**src/rtl/ipif_regs_pkg.sv**
```systemverilog
// Shared types and elaboration helpers for the IPIF register file:
// transaction FSM encoding plus index/width derivation functions.
package ipif_regs_pkg;

  typedef enum logic [1:0] {
    ST_IDLE = 2'd0,
    ST_ACK  = 2'd1,
    ST_HOLD = 2'd2
  } txn_state_e;

  function automatic int unsigned clog2(input int unsigned v);
    int unsigned r;
    r = 0;
    for (int unsigned i = 0; i < 32; i++) begin
      if ((64'd1 << i) < 64'(v)) r = i + 1;
    end
    return r;
  endfunction

  // Register index width; never narrower than one bit
  function automatic int unsigned idx_w(input int unsigned total);
    return (clog2(total) < 1) ? 1 : clog2(total);
  endfunction

  function automatic int unsigned addr_lsb(input int unsigned dw);
    return clog2(dw / 8);
  endfunction

  // Packed port width for n words; an empty region keeps a single bit
  function automatic int unsigned port_w(input int unsigned n, input int unsigned dw);
    return (n == 0) ? 1 : n * dw;
  endfunction

  function automatic int unsigned cnt_w(input int unsigned n);
    return (n == 0) ? 1 : n;
  endfunction

endpackage

```
**src/rtl/ipif_regs_ext_if.sv**
```systemverilog
// Bus2IP / IP2Bus slave bus bundle between the AXI-Lite IPIF shim and the register file.
interface ipif_regs_ext_if #(
  parameter int unsigned DW = 32,
  parameter int unsigned AW = 32
);
  logic [AW-1:0]   Bus2IP_Addr;
  logic            Bus2IP_CS;
  logic            Bus2IP_RNW;
  logic [DW-1:0]   Bus2IP_Data;
  logic [DW/8-1:0] Bus2IP_BE;
  logic [DW-1:0]   IP2Bus_Data;
  logic            IP2Bus_RdAck;
  logic            IP2Bus_WrAck;
  logic            IP2Bus_Error;

  modport master (
    output Bus2IP_Addr, Bus2IP_CS, Bus2IP_RNW, Bus2IP_Data, Bus2IP_BE,
    input  IP2Bus_Data, IP2Bus_RdAck, IP2Bus_WrAck, IP2Bus_Error
  );

  modport slave (
    input  Bus2IP_Addr, Bus2IP_CS, Bus2IP_RNW, Bus2IP_Data, Bus2IP_BE,
    output IP2Bus_Data, IP2Bus_RdAck, IP2Bus_WrAck, IP2Bus_Error
  );
endinterface

```
**src/rtl/ipif_txn_fsm.sv**
```systemverilog
// Transaction sequencer: one registered ack (and error) per CS assertion,
// plus a combinational start strobe for the register file update.
module ipif_txn_fsm
  import ipif_regs_pkg::*;
(
  input  logic clk_i,
  input  logic rst_ni,
  input  logic cs_i,
  input  logic rnw_i,
  input  logic illegal_i,
  output logic start_c_o,
  output logic rd_ack_o,
  output logic wr_ack_o,
  output logic err_o
);

  txn_state_e state_q, state_d;
  logic       rd_ack_q, rd_ack_d;
  logic       wr_ack_q, wr_ack_d;
  logic       err_q, err_d;
  logic       start_c;

  always_ff @(posedge clk_i) begin
    if (!rst_ni) begin
      state_q  <= ST_IDLE;
      rd_ack_q <= 1'b0;
      wr_ack_q <= 1'b0;
      err_q    <= 1'b0;
    end else begin
      state_q  <= state_d;
      rd_ack_q <= rd_ack_d;
      wr_ack_q <= wr_ack_d;
      err_q    <= err_d;
    end
  end

  // HOLD absorbs a long CS so the ack fires only once per assertion
  always_comb begin
    state_d  = state_q;
    rd_ack_d = 1'b0;
    wr_ack_d = 1'b0;
    err_d    = 1'b0;
    start_c  = 1'b0;
    case (state_q)
      ST_IDLE: begin
        if (cs_i) begin
          state_d  = ST_ACK;
          start_c  = 1'b1;
          rd_ack_d = rnw_i;
          wr_ack_d = !rnw_i;
          err_d    = illegal_i;
        end
      end
      ST_ACK:  state_d = ST_HOLD;
      ST_HOLD: if (!cs_i) state_d = ST_IDLE;
      default: state_d = ST_IDLE;
    endcase
  end

  assign start_c_o = start_c;
  assign rd_ack_o  = rd_ack_q;
  assign wr_ack_o  = wr_ack_q;
  assign err_o     = err_q;

endmodule

```
**src/rtl/ipif_regs_ext.sv**
```systemverilog
// IPIF register file: WO, RW and RO regions with byte enables, error acks and access strobes.
// Define IPIF_REGS_RO_SNAPSHOT_EN for coherent multi-word RO reads via a snapshot bank.
module ipif_regs_ext
  import ipif_regs_pkg::*;
#(
  parameter int unsigned C_S_AXI_DATA_WIDTH = 32,
  parameter int unsigned C_S_AXI_ADDR_WIDTH = 32,
  parameter int unsigned NUM_WO_REGS        = 1,
  parameter int unsigned NUM_RW_REGS        = 1,
  parameter int unsigned NUM_RO_REGS        = 1,
  parameter logic [port_w(NUM_WO_REGS + NUM_RW_REGS, C_S_AXI_DATA_WIDTH)-1:0] RESET_VALUES = '0
) (
  input  logic Bus2IP_Clk,
  input  logic Bus2IP_Resetn,
  ipif_regs_ext_if.slave bus,
  output logic [port_w(NUM_WO_REGS, C_S_AXI_DATA_WIDTH)-1:0] wo_regs,
  output logic [port_w(NUM_RW_REGS, C_S_AXI_DATA_WIDTH)-1:0] rw_regs,
  input  logic [port_w(NUM_RO_REGS, C_S_AXI_DATA_WIDTH)-1:0] ro_regs,
  output logic [cnt_w(NUM_WO_REGS + NUM_RW_REGS)-1:0]        wr_pulse,
  output logic [cnt_w(NUM_RW_REGS + NUM_RO_REGS)-1:0]        rd_pulse
);

  localparam int unsigned DW       = C_S_AXI_DATA_WIDTH;
  localparam int unsigned NB       = DW / 8;
  localparam int unsigned NWR      = NUM_WO_REGS + NUM_RW_REGS;
  localparam int unsigned TOTAL    = NWR + NUM_RO_REGS;
  localparam int unsigned IDX_W    = idx_w(TOTAL);
  localparam int unsigned ADDR_LSB = addr_lsb(DW);
  localparam int unsigned NREG_S   = cnt_w(NWR);
  localparam int unsigned NWP      = cnt_w(NWR);
  localparam int unsigned NRP      = cnt_w(NUM_RW_REGS + NUM_RO_REGS);

  logic [IDX_W-1:0] idx;
  logic [31:0]      idx_u;
  logic             wr_legal, rd_legal, illegal;
  logic             start_c, do_wr, do_rd;

  logic [DW-1:0]  regs_q [NREG_S];
  logic [DW-1:0]  regs_d [NREG_S];
  logic [NWP-1:0] wr_pulse_q, wr_pulse_d;
  logic [NRP-1:0] rd_pulse_q, rd_pulse_d;
  logic [DW-1:0]  rdata_q, rdata_d;

  // Only the index field of the byte address is decoded
  assign idx      = bus.Bus2IP_Addr[ADDR_LSB +: IDX_W];
  assign idx_u    = 32'(idx);
  assign wr_legal = (idx_u < NWR);
  assign rd_legal = (idx_u >= NUM_WO_REGS) && (idx_u < TOTAL);
  assign illegal  = bus.Bus2IP_RNW ? !rd_legal : !wr_legal;
  assign do_wr    = start_c && !bus.Bus2IP_RNW && wr_legal;
  assign do_rd    = start_c && bus.Bus2IP_RNW && rd_legal;

  ipif_txn_fsm u_txn_fsm (
    .clk_i     (Bus2IP_Clk),
    .rst_ni    (Bus2IP_Resetn),
    .cs_i      (bus.Bus2IP_CS),
    .rnw_i     (bus.Bus2IP_RNW),
    .illegal_i (illegal),
    .start_c_o (start_c),
    .rd_ack_o  (bus.IP2Bus_RdAck),
    .wr_ack_o  (bus.IP2Bus_WrAck),
    .err_o     (bus.IP2Bus_Error)
  );

  // Byte-enabled write into the WO/RW bank
  always_comb begin
    regs_d     = regs_q;
    wr_pulse_d = '0;
    for (int unsigned r = 0; r < NWR; r++) begin
      if (do_wr && (idx_u == r)) begin
        for (int unsigned b = 0; b < NB; b++) begin
          if (bus.Bus2IP_BE[b]) regs_d[r][8*b +: 8] = bus.Bus2IP_Data[8*b +: 8];
        end
        wr_pulse_d[r] = |bus.Bus2IP_BE;
      end
    end
  end

`ifdef IPIF_REGS_RO_SNAPSHOT_EN
  localparam int unsigned NRO_S = cnt_w(NUM_RO_REGS);
  logic [DW-1:0] snap_q [NRO_S];
  logic [DW-1:0] snap_d [NRO_S];
`endif

  // Read mux and read strobes; data is forced to zero outside a legal read ack
  always_comb begin
    rdata_d    = '0;
    rd_pulse_d = '0;
`ifdef IPIF_REGS_RO_SNAPSHOT_EN
    snap_d     = snap_q;
`endif
    for (int unsigned r = NUM_WO_REGS; r < NWR; r++) begin
      if (do_rd && (idx_u == r)) begin
        rdata_d                      = regs_q[r];
        rd_pulse_d[r - NUM_WO_REGS] = 1'b1;
      end
    end
    for (int unsigned k = 0; k < NUM_RO_REGS; k++) begin
      if (do_rd && (idx_u == NWR + k)) begin
`ifdef IPIF_REGS_RO_SNAPSHOT_EN
        rdata_d = (k == 0) ? ro_regs[k*DW +: DW] : snap_q[k];
`else
        rdata_d = ro_regs[k*DW +: DW];
`endif
        rd_pulse_d[NUM_RW_REGS + k] = 1'b1;
      end
    end
`ifdef IPIF_REGS_RO_SNAPSHOT_EN
    // Reading RO0 freezes the remaining RO words for a coherent follow-up read
    if (do_rd && (idx_u == NWR)) begin
      for (int unsigned k = 1; k < NUM_RO_REGS; k++) snap_d[k] = ro_regs[k*DW +: DW];
    end
`endif
  end

  always_ff @(posedge Bus2IP_Clk) begin
    if (!Bus2IP_Resetn) begin
      regs_q <= '{default: '0};
      for (int unsigned r = 0; r < NWR; r++) regs_q[r] <= RESET_VALUES[r*DW +: DW];
      wr_pulse_q <= '0;
      rd_pulse_q <= '0;
      rdata_q    <= '0;
`ifdef IPIF_REGS_RO_SNAPSHOT_EN
      snap_q     <= '{default: '0};
`endif
    end else begin
      regs_q     <= regs_d;
      wr_pulse_q <= wr_pulse_d;
      rd_pulse_q <= rd_pulse_d;
      rdata_q    <= rdata_d;
`ifdef IPIF_REGS_RO_SNAPSHOT_EN
      snap_q     <= snap_d;
`endif
    end
  end

  assign bus.IP2Bus_Data = rdata_q;
  assign wr_pulse        = wr_pulse_q;
  assign rd_pulse        = rd_pulse_q;

  generate
    if (NUM_WO_REGS > 0) begin : g_wo
      for (genvar g = 0; g < NUM_WO_REGS; g++) begin : g_w
        assign wo_regs[g*DW +: DW] = regs_q[g];
      end
    end else begin : g_wo_none
      assign wo_regs = '0;
    end
    if (NUM_RW_REGS > 0) begin : g_rw
      for (genvar g = 0; g < NUM_RW_REGS; g++) begin : g_r
        assign rw_regs[g*DW +: DW] = regs_q[NUM_WO_REGS + g];
      end
    end else begin : g_rw_none
      assign rw_regs = '0;
    end
  endgenerate

  // Address bits above the index field and empty-region inputs are intentionally ignored
  logic unused_inputs;
  assign unused_inputs = ^{bus.Bus2IP_Addr, ro_regs};

endmodule

```
**src/flat_wrapper.sv**
```systemverilog
// flat-port wrapper written by rule: the top's interface ports become plain ports
module ipif_regs_ext_flat import ipif_regs_pkg::*;
#(
  parameter int unsigned C_S_AXI_DATA_WIDTH = 32,
  parameter int unsigned C_S_AXI_ADDR_WIDTH = 32,
  parameter int unsigned NUM_WO_REGS        = 1,
  parameter int unsigned NUM_RW_REGS        = 1,
  parameter int unsigned NUM_RO_REGS        = 1,
  parameter logic [port_w(NUM_WO_REGS + NUM_RW_REGS, C_S_AXI_DATA_WIDTH)-1:0] RESET_VALUES = '0
)
  (Bus2IP_Clk, Bus2IP_Resetn, wo_regs, rw_regs, ro_regs, wr_pulse, rd_pulse, bus_Bus2IP_Addr, bus_Bus2IP_CS, bus_Bus2IP_RNW, bus_Bus2IP_Data, bus_Bus2IP_BE, bus_IP2Bus_Data, bus_IP2Bus_RdAck, bus_IP2Bus_WrAck, bus_IP2Bus_Error);
  ipif_regs_ext_if #(.DW((32)), .AW((32))) bus_i ();
  input  logic Bus2IP_Clk;
  input  logic Bus2IP_Resetn;
  output logic [port_w(NUM_WO_REGS, C_S_AXI_DATA_WIDTH)-1:0] wo_regs;
  output logic [port_w(NUM_RW_REGS, C_S_AXI_DATA_WIDTH)-1:0] rw_regs;
  input  logic [port_w(NUM_RO_REGS, C_S_AXI_DATA_WIDTH)-1:0] ro_regs;
  output logic [cnt_w(NUM_WO_REGS + NUM_RW_REGS)-1:0] wr_pulse;
  output logic [cnt_w(NUM_RW_REGS + NUM_RO_REGS)-1:0] rd_pulse;
  input wire logic [$bits(bus_i.Bus2IP_Addr)-1:0] bus_Bus2IP_Addr;
  input wire logic [$bits(bus_i.Bus2IP_CS)-1:0] bus_Bus2IP_CS;
  input wire logic [$bits(bus_i.Bus2IP_RNW)-1:0] bus_Bus2IP_RNW;
  input wire logic [$bits(bus_i.Bus2IP_Data)-1:0] bus_Bus2IP_Data;
  input wire logic [$bits(bus_i.Bus2IP_BE)-1:0] bus_Bus2IP_BE;
  output wire logic [$bits(bus_i.IP2Bus_Data)-1:0] bus_IP2Bus_Data;
  output wire logic [$bits(bus_i.IP2Bus_RdAck)-1:0] bus_IP2Bus_RdAck;
  output wire logic [$bits(bus_i.IP2Bus_WrAck)-1:0] bus_IP2Bus_WrAck;
  output wire logic [$bits(bus_i.IP2Bus_Error)-1:0] bus_IP2Bus_Error;
  assign bus_i.Bus2IP_Addr = bus_Bus2IP_Addr;
  assign bus_i.Bus2IP_CS = bus_Bus2IP_CS;
  assign bus_i.Bus2IP_RNW = bus_Bus2IP_RNW;
  assign bus_i.Bus2IP_Data = bus_Bus2IP_Data;
  assign bus_i.Bus2IP_BE = bus_Bus2IP_BE;
  assign bus_IP2Bus_Data = bus_i.IP2Bus_Data;
  assign bus_IP2Bus_RdAck = bus_i.IP2Bus_RdAck;
  assign bus_IP2Bus_WrAck = bus_i.IP2Bus_WrAck;
  assign bus_IP2Bus_Error = bus_i.IP2Bus_Error;
  ipif_regs_ext #(.C_S_AXI_DATA_WIDTH(C_S_AXI_DATA_WIDTH), .C_S_AXI_ADDR_WIDTH(C_S_AXI_ADDR_WIDTH), .NUM_WO_REGS(NUM_WO_REGS), .NUM_RW_REGS(NUM_RW_REGS), .NUM_RO_REGS(NUM_RO_REGS), .RESET_VALUES(RESET_VALUES)) u_core (.Bus2IP_Clk(Bus2IP_Clk), .Bus2IP_Resetn(Bus2IP_Resetn), .bus(bus_i), .wo_regs(wo_regs), .rw_regs(rw_regs), .ro_regs(ro_regs), .wr_pulse(wr_pulse), .rd_pulse(rd_pulse));
endmodule
```
**config.mk**
```make
export PLATFORM = sky130hd
export DESIGN_NAME = ipif_regs_ext_flat
export DESIGN_NICKNAME = d
export VERILOG_FILES = /design/src/rtl/ipif_regs_pkg.sv /design/src/rtl/ipif_regs_ext_if.sv /design/src/rtl/ipif_txn_fsm.sv /design/src/rtl/ipif_regs_ext.sv /design/src/flat_wrapper.sv
export SDC_FILE = /design/constraint.sdc
export NUM_CORES = 1
export LEC_CHECK = 0
export ABC_CLOCK_PERIOD_IN_PS = 2730
export BUFFER_PORTS_ARGS = -buffer_cell sky130_fd_sc_hd__buf_2
export CORE_UTILIZATION = 25
export CTS_BUF_LIST = sky130_fd_sc_hd__clkbuf_16
export CTS_CLUSTER_SIZE = 25
export DETAILED_ROUTE_END_ITERATION = 8
export GPL_ROUTABILITY_DRIVEN = 0
export MAX_ROUTING_LAYER = met4
export PLACE_DENSITY = 0.56
export SLEW_MARGIN = 20
export SYNTH_ARGS = -nofsm -noshare
export SYNTH_HDL_FRONTEND = slang
export SYNTH_SLANG_ARGS = --single-unit
```
**constraint.sdc**
```tcl
create_clock -name Bus2IP_Clk -period 2.73 [get_ports Bus2IP_Clk]
set_clock_uncertainty 0.05 [all_clocks]
set_input_delay 0.546 -clock Bus2IP_Clk [delete_from_list [all_inputs] [get_ports Bus2IP_Clk]]
set_output_delay 0.546 -clock Bus2IP_Clk [all_outputs]
set_load 0.01 [all_outputs]
```
# [Word level (Yosys, flattened, before mapping)]
# Index checks and enable logic that the tools add are counted.
# Widths: inputs -> output; s select.
[classes] order_cmp=3 eq_ne=6 muxes=10 reduce_logical=27
[ops] cell="$mux 32" count=2
[ops] cell="$logic_not 32->1" count=1
[ops] cell="$reduce_and 2->1" count=11
[ops] cell="$logic_and 1x1->1" count=9
[ops] cell="$pmux 2 s3" count=1
[ops] cell="$mux 1" count=5
[ops] cell="$eq 2x1->1 const B" count=2
[ops] cell="$eq 2x2->1 const B" count=2
[ops] cell="$lt 2x2->1 const B" count=2
[ops] cell="$mux 2" count=2
[ops] cell="$ne 2x2->1 const B" count=2
[ops] cell="$reduce_or 4->1" count=1
[ops] cell="$logic_not 1->1" count=3
[ops] cell="$reduce_and 3->1" count=1
[ops] cell="$ge 2x1->1 const B" count=1
[ops] cell="$logic_not 2->1" count=1
[word_totals] reg_bits=105 in_bits=104 output_inout_bits=103 word_cells=62

# [Logic depth before layout (Yosys ltp)]
[depth] word_depth=7 depth_mapped=7 depth_no_buf=5

# [Cells and area by module]
# Synthesis repeated with hierarchy kept, for this count alone.
[unflattened] hier_cells=354 hier_area_um2=3777.4
[modules_own_cells] mod="ipif_regs_ext" instances=1 cells_each=341 area_per_inst_um2=3618.5 seq_area_each_um2=2001.9
[modules_own_cells] mod="ipif_txn_fsm" instances=1 cells_each=13 area_per_inst_um2=158.9 seq_area_each_um2=100.1

# [Worst setup path before layout]
# No wires, ideal clock.
[synth_timing] path_type="input to register" startpoint="in bus_Bus2IP_Addr[3]" endpoint="reg u_core.regs_q, in the netlist u_core.rw_regs[0]" setup_ns=0.122 t_arrival_ns=1.527 required_ns=2.558 path_slack_ns=1.031 cell_stages=7 n_path_buf=2 path_cell_list="inv_1 -> ha_1 -> buf_2 -> nor2b_1 -> buf_2 -> nand3_4 -> mux2i_1"
[synth_via] elab_chain_len=4 word_cells_on_any_way=5 classes_between="order compare (1); eq/ne (1); reduce/logical (3)"
[synth_rtl] item="start, declared" line="flat_wrapper.sv:20" rtl="input wire logic [$bits(bus_i.Bus2IP_Addr)-1:0] bus_Bus2IP_Addr;"
[synth_rtl] item="$lt 2x2->1" line="ipif_regs_ext.sv:47" rtl="assign wr_legal = (idx_u < NWR);"
[synth_rtl] item="$logic_and 1x1->1" line="ipif_regs_ext.sv:50" rtl="assign do_wr = start_c && !bus.Bus2IP_RNW && wr_legal;"
[synth_rtl] item="$logic_and 1x1->1 (*)" line="ipif_regs_ext.sv:70" rtl="if (do_wr && (idx_u == r)) begin"
[synth_rtl] item="$reduce_and 2->1 (no line) (*)"
[synth_rtl] item="end signal, assigned" line="ipif_regs_ext.sv:127" rtl="regs_q <= regs_d;"
[synth_rtl] item="end, declared" line="ipif_regs_ext.sv:38" rtl="logic [DW-1:0] regs_q [NREG_S];"
# Mark *: on every way between the ends. The rest lies on a longest branch, timed or not.
# A chain may end at the register's enable or synchronous reset.

# [Worst setup path after layout]
[layout_timing] startpoint="in bus_Bus2IP_Addr[2]" endpoint="reg u_core.rdata_q[14], in the netlist u_core.bus.IP2Bus_Data[14]"
[layout_via] elab_chain_len=6 word_cells_on_any_way=10 classes_between="order compare (2); eq/ne (2); mux (2); reduce/logical (4)"
[layout_rtl] item="$ge 2x1->1 / $lt 2x2->1 (equally long branches)" line="ipif_regs_ext.sv:48" rtl="assign rd_legal = (idx_u >= NUM_WO_REGS) && (idx_u < TOTAL);"
[layout_rtl] item="$logic_and 1x1->1" line="ipif_regs_ext.sv:48"
[layout_rtl] item="$logic_and 1x1->1" line="ipif_regs_ext.sv:51" rtl="assign do_rd = start_c && bus.Bus2IP_RNW && rd_legal;"
[layout_rtl] item="$logic_and 1x1->1" line="ipif_regs_ext.sv:93" rtl="if (do_rd && (idx_u == r)) begin"
[layout_rtl] item="$mux 32" line="ipif_regs_ext.sv:93"
[layout_rtl] item="$mux 32 (*)" line="ipif_regs_ext.sv:99" rtl="if (do_rd && (idx_u == NWR + k)) begin"
[layout_rtl] item="end signal, assigned" line="ipif_regs_ext.sv:130" rtl="rdata_q <= rdata_d;"
[layout_rtl] item="end, declared" line="ipif_regs_ext.sv:42" rtl="logic [DW-1:0] rdata_q, rdata_d;"
# Marked as above.

==> summary.txt <==
Outcome
  • Status: complete, no violations

Clock tree
  • CTS clk-pin slew, worst paths: 0.07 ns
  • TritonCTS Sinks: 105
  • Setup Fix Bufs, Post-CTS: 0
  • CTS Buf Count: 9
  • CTS root buf: clkbuf_16
  • Max Buffers Root-to-Sink: 2
  • CTS tree: yes
  • Post-CTS Hold Buffers: 0
  • Post_cts resized: 0
  • Worst skew pair latency: roughly 0.35 ns
  • CTS H-tree depth: 3

Flow run
  • Max_cap viols: 0

Place
  • HPWL after detailed placement: roughly 8200 um
  • # placed instances: slightly below 800
  • Port bufs: between 150 and 200
  • Placement Cell Area: a little over 0.005 mm^2

Die
  • Die span in y: around 130 um
  • Num ports: 207
  • Die extent in x: between 100 and 150 um
  • Die area: between 0.015 and 0.02 mm^2
  • Starting density of the core: 0.259
  • Rows: 45
  • Area of the core: 0.0154 mm^2

Worst hold path
  • HP Class: in -> reg
  • Hold Crit Start: ro_regs[1]
  • Hold worst-path end: u_core.bus.IP2Bus_Data[1]
  • Worst hold stages: 3

Detailed routing
  • Final antenna-violating net count: 0
  • Residual DRC count: 0
  • Drt wl/cell: between 10 and 15 um
  • Via count: approximately 3.6k
  • WL final: 11300 um
  • Vias per cell: between 4 and 5
  • DRT Pass-1 Iters: 4
  • DR iter-0 viols: 75

Logic synthesis
  • Syn Area/Cell: around 9.4 um^2
  • Synth Register Bits: between 100 and 150
  • Cells after synthesis: around 420
  • Post-synth ARST share: 0
  • Most used DFF post-synth: dfxtp_1
  • Syn nets: 531
  • Mapped cell area: 0.00400 mm^2
  • Post-synth cell types: 26
  • Ys Warns: 0
  • Sequential element share of the synthesized area: 0.525
  • Post-synth EDFFs: 0

Final layout
  • Layout cells sized above 1: 0.351
  • Final Core Density: 0.352
  • Post-route cell area: ~0.0054 mm^2
  • Layout area overhead: 35.8%
  • Multi-input gate area: 0.00176 mm^2
  • Sequential cell area: approximately 0.0021 mm^2
  • Final Instance Count excl. Fillers: 806
  • Commonest cells after routing, fill and taps aside: buf_2 (175), nand2_1 (129), dfxtp_1 (105)
  • Commonest non-fill, non-tap cell in the layout: buf_2
  • # diodes: 0
  • Layout Nets: 698
  • Fill cells: ~1.6k

Global routing
  • Largest net degree at the start of global routing: 55
  • Antenna violations before repair: 0
  • GRT Util Overall: 0.142
  • Global-route wire length before repair: 17300 um
  • Remaining Overflow, GRT: 0
  • Vias in the first global route: ~3.6k

STA
  • Final setup viols: 0
  • RSZ-0062 raised after global routing: no
  • Final period util: 0.567
  • Slew margin rel.: 0.553
  • Measured slew at the worst slew-check pin: between 0.6 and 0.7 ns
  • Final TNS setup: 0 ns
  • Fin crit period: 1.55 ns
  • Peak Freq: approximately 0.65 GHz
  • Final max-slew violation count: 0
  • Final Hold Viols: 0

Setup path
  • Worst setup EP type: flop
  • CP Max Fanout: 33
  • R2r endpoint: u_core.wo_regs[6]
  • R2r setup slk: roughly 1.2 ns
  • CP Class: in -> reg
  • CP Data Required Time: a little under 3 ns
  • R2R Path Start: u_core.u_txn_fsm.state_q[1]
  • R2R cell count: 4
  • Critical path launch point type: input pin
  • Worst EP arrival: approximately 1.8 ns

Pwr
  • Peak supply drop: between 0.3 and 0.4 mV
  • Post-route total power: approximately 3200 uW
  • Leakage: ~0.0028 uW
  • Pwr/cell area: just under 600 mW/mm^2
## worst max path at each step
stage	end	cells after the start	slack, ns	from
5_1_grt	u_core.rw_regs[12]	7	1.06	bus_Bus2IP_Addr[3]
6_report	u_core.bus.IP2Bus_Data[14]	6	1.18	bus_Bus2IP_Addr[2]
3_3_place_gp	u_core.bus.IP2Bus_Data[3]	6	0.85	bus_Bus2IP_Addr[2]
4_1_cts	u_core.bus.IP2Bus_Data[14]	6	1.18	bus_Bus2IP_Addr[2]
3_5_place_dp	u_core.bus.IP2Bus_Data[14]	6	0.79	bus_Bus2IP_Addr[2]
2_1_floorplan	u_core.rw_regs[0]	7	1.03	bus_Bus2IP_Addr[3]
## logic make-up (layout without fill, tap and decap cells)
group	after synthesis	in the layout	share of synthesized area
flops	105	105	0.525
buf+inv	33	204	0.0350
simple gates	185	185	0.226
fa+ha+maj	3	3	0.00938
mux	65	65	0.163
compound gates	33	33	0.0419
## metrics by stage
stage,hold slack [ns],setup WS [ns]
floorplan,0.432,1.03
finish,0.393,1.18
CTS,0.374,1.18
detailed placement,0.401,0.792
global route,0.386,1.06
global placement,0.394,0.851
## Yosys cell counts (2+ instances only)
cell      number  area [um^2]
a21oi_1       32          160
and2_1         2         12.5
buf_2          7         35.0
clkbuf_1      19         71.3
dfxtp_1      105         2100
ha_1           3         37.5
inv_1          4         15.0
mux2i_1       64          641
nand2_1      129          484
nand3_1       32          160
nand3_4        8          140
nor2_1         4         15.0
nor2b_1        2         12.5
## state kept, by name, indices dropped and copies added (netlist names)
name	flops
u_core.u_txn_fsm.wr_ack_o	1
u_core.u_txn_fsm.err_o	1
u_core.bus.IP2Bus_Data	32
u_core.wo_regs	32
u_core.rd_pulse	2
u_core.rw_regs	32
u_core.u_txn_fsm.state_q	2
u_core.u_txn_fsm.rd_ack_o	1
u_core.wr_pulse	2
## final cells by class
| cell class | count | area share |
|---|---|---|
| well taps | 211 | 0.0486 |
| repair buffers | 184 | 0.176 |
| clock inverters | 6 | 0.0200 |
| inverters | 5 | 0.00345 |
| clock buffers | 9 | 0.0414 |
| multi-input cells | 286 | 0.324 |
| flip-flops and latches | 105 | 0.387 |
## where the power goes
group          internal, uW  total [uW]  leakage [uW]  switching (uW)
Combinational          82.0         212       0.00182             130
Sequential             1540        1550      0.000847            7.78
Clock                   888        1460      0.000159             570
## metal layers
layer / routed length [um] / vias up / track usage
li1: - / 1738 / -
met1: 4810 / 1702 / 0.157
met2: 5540 / 146 / 0.246
met3: 791 / 12 / 0.0358
met4: 179 / 0 / 0.0512
met5: 0 / - / -
## critical path, stage by stage
cell	delay, ns
buf_2	0.09
inv_1	0.05
ha_1	0.21
inv_2	0.50
nand3_1	0.19
a21oi_1	0.18
Power figures use the tool's default switching activity.
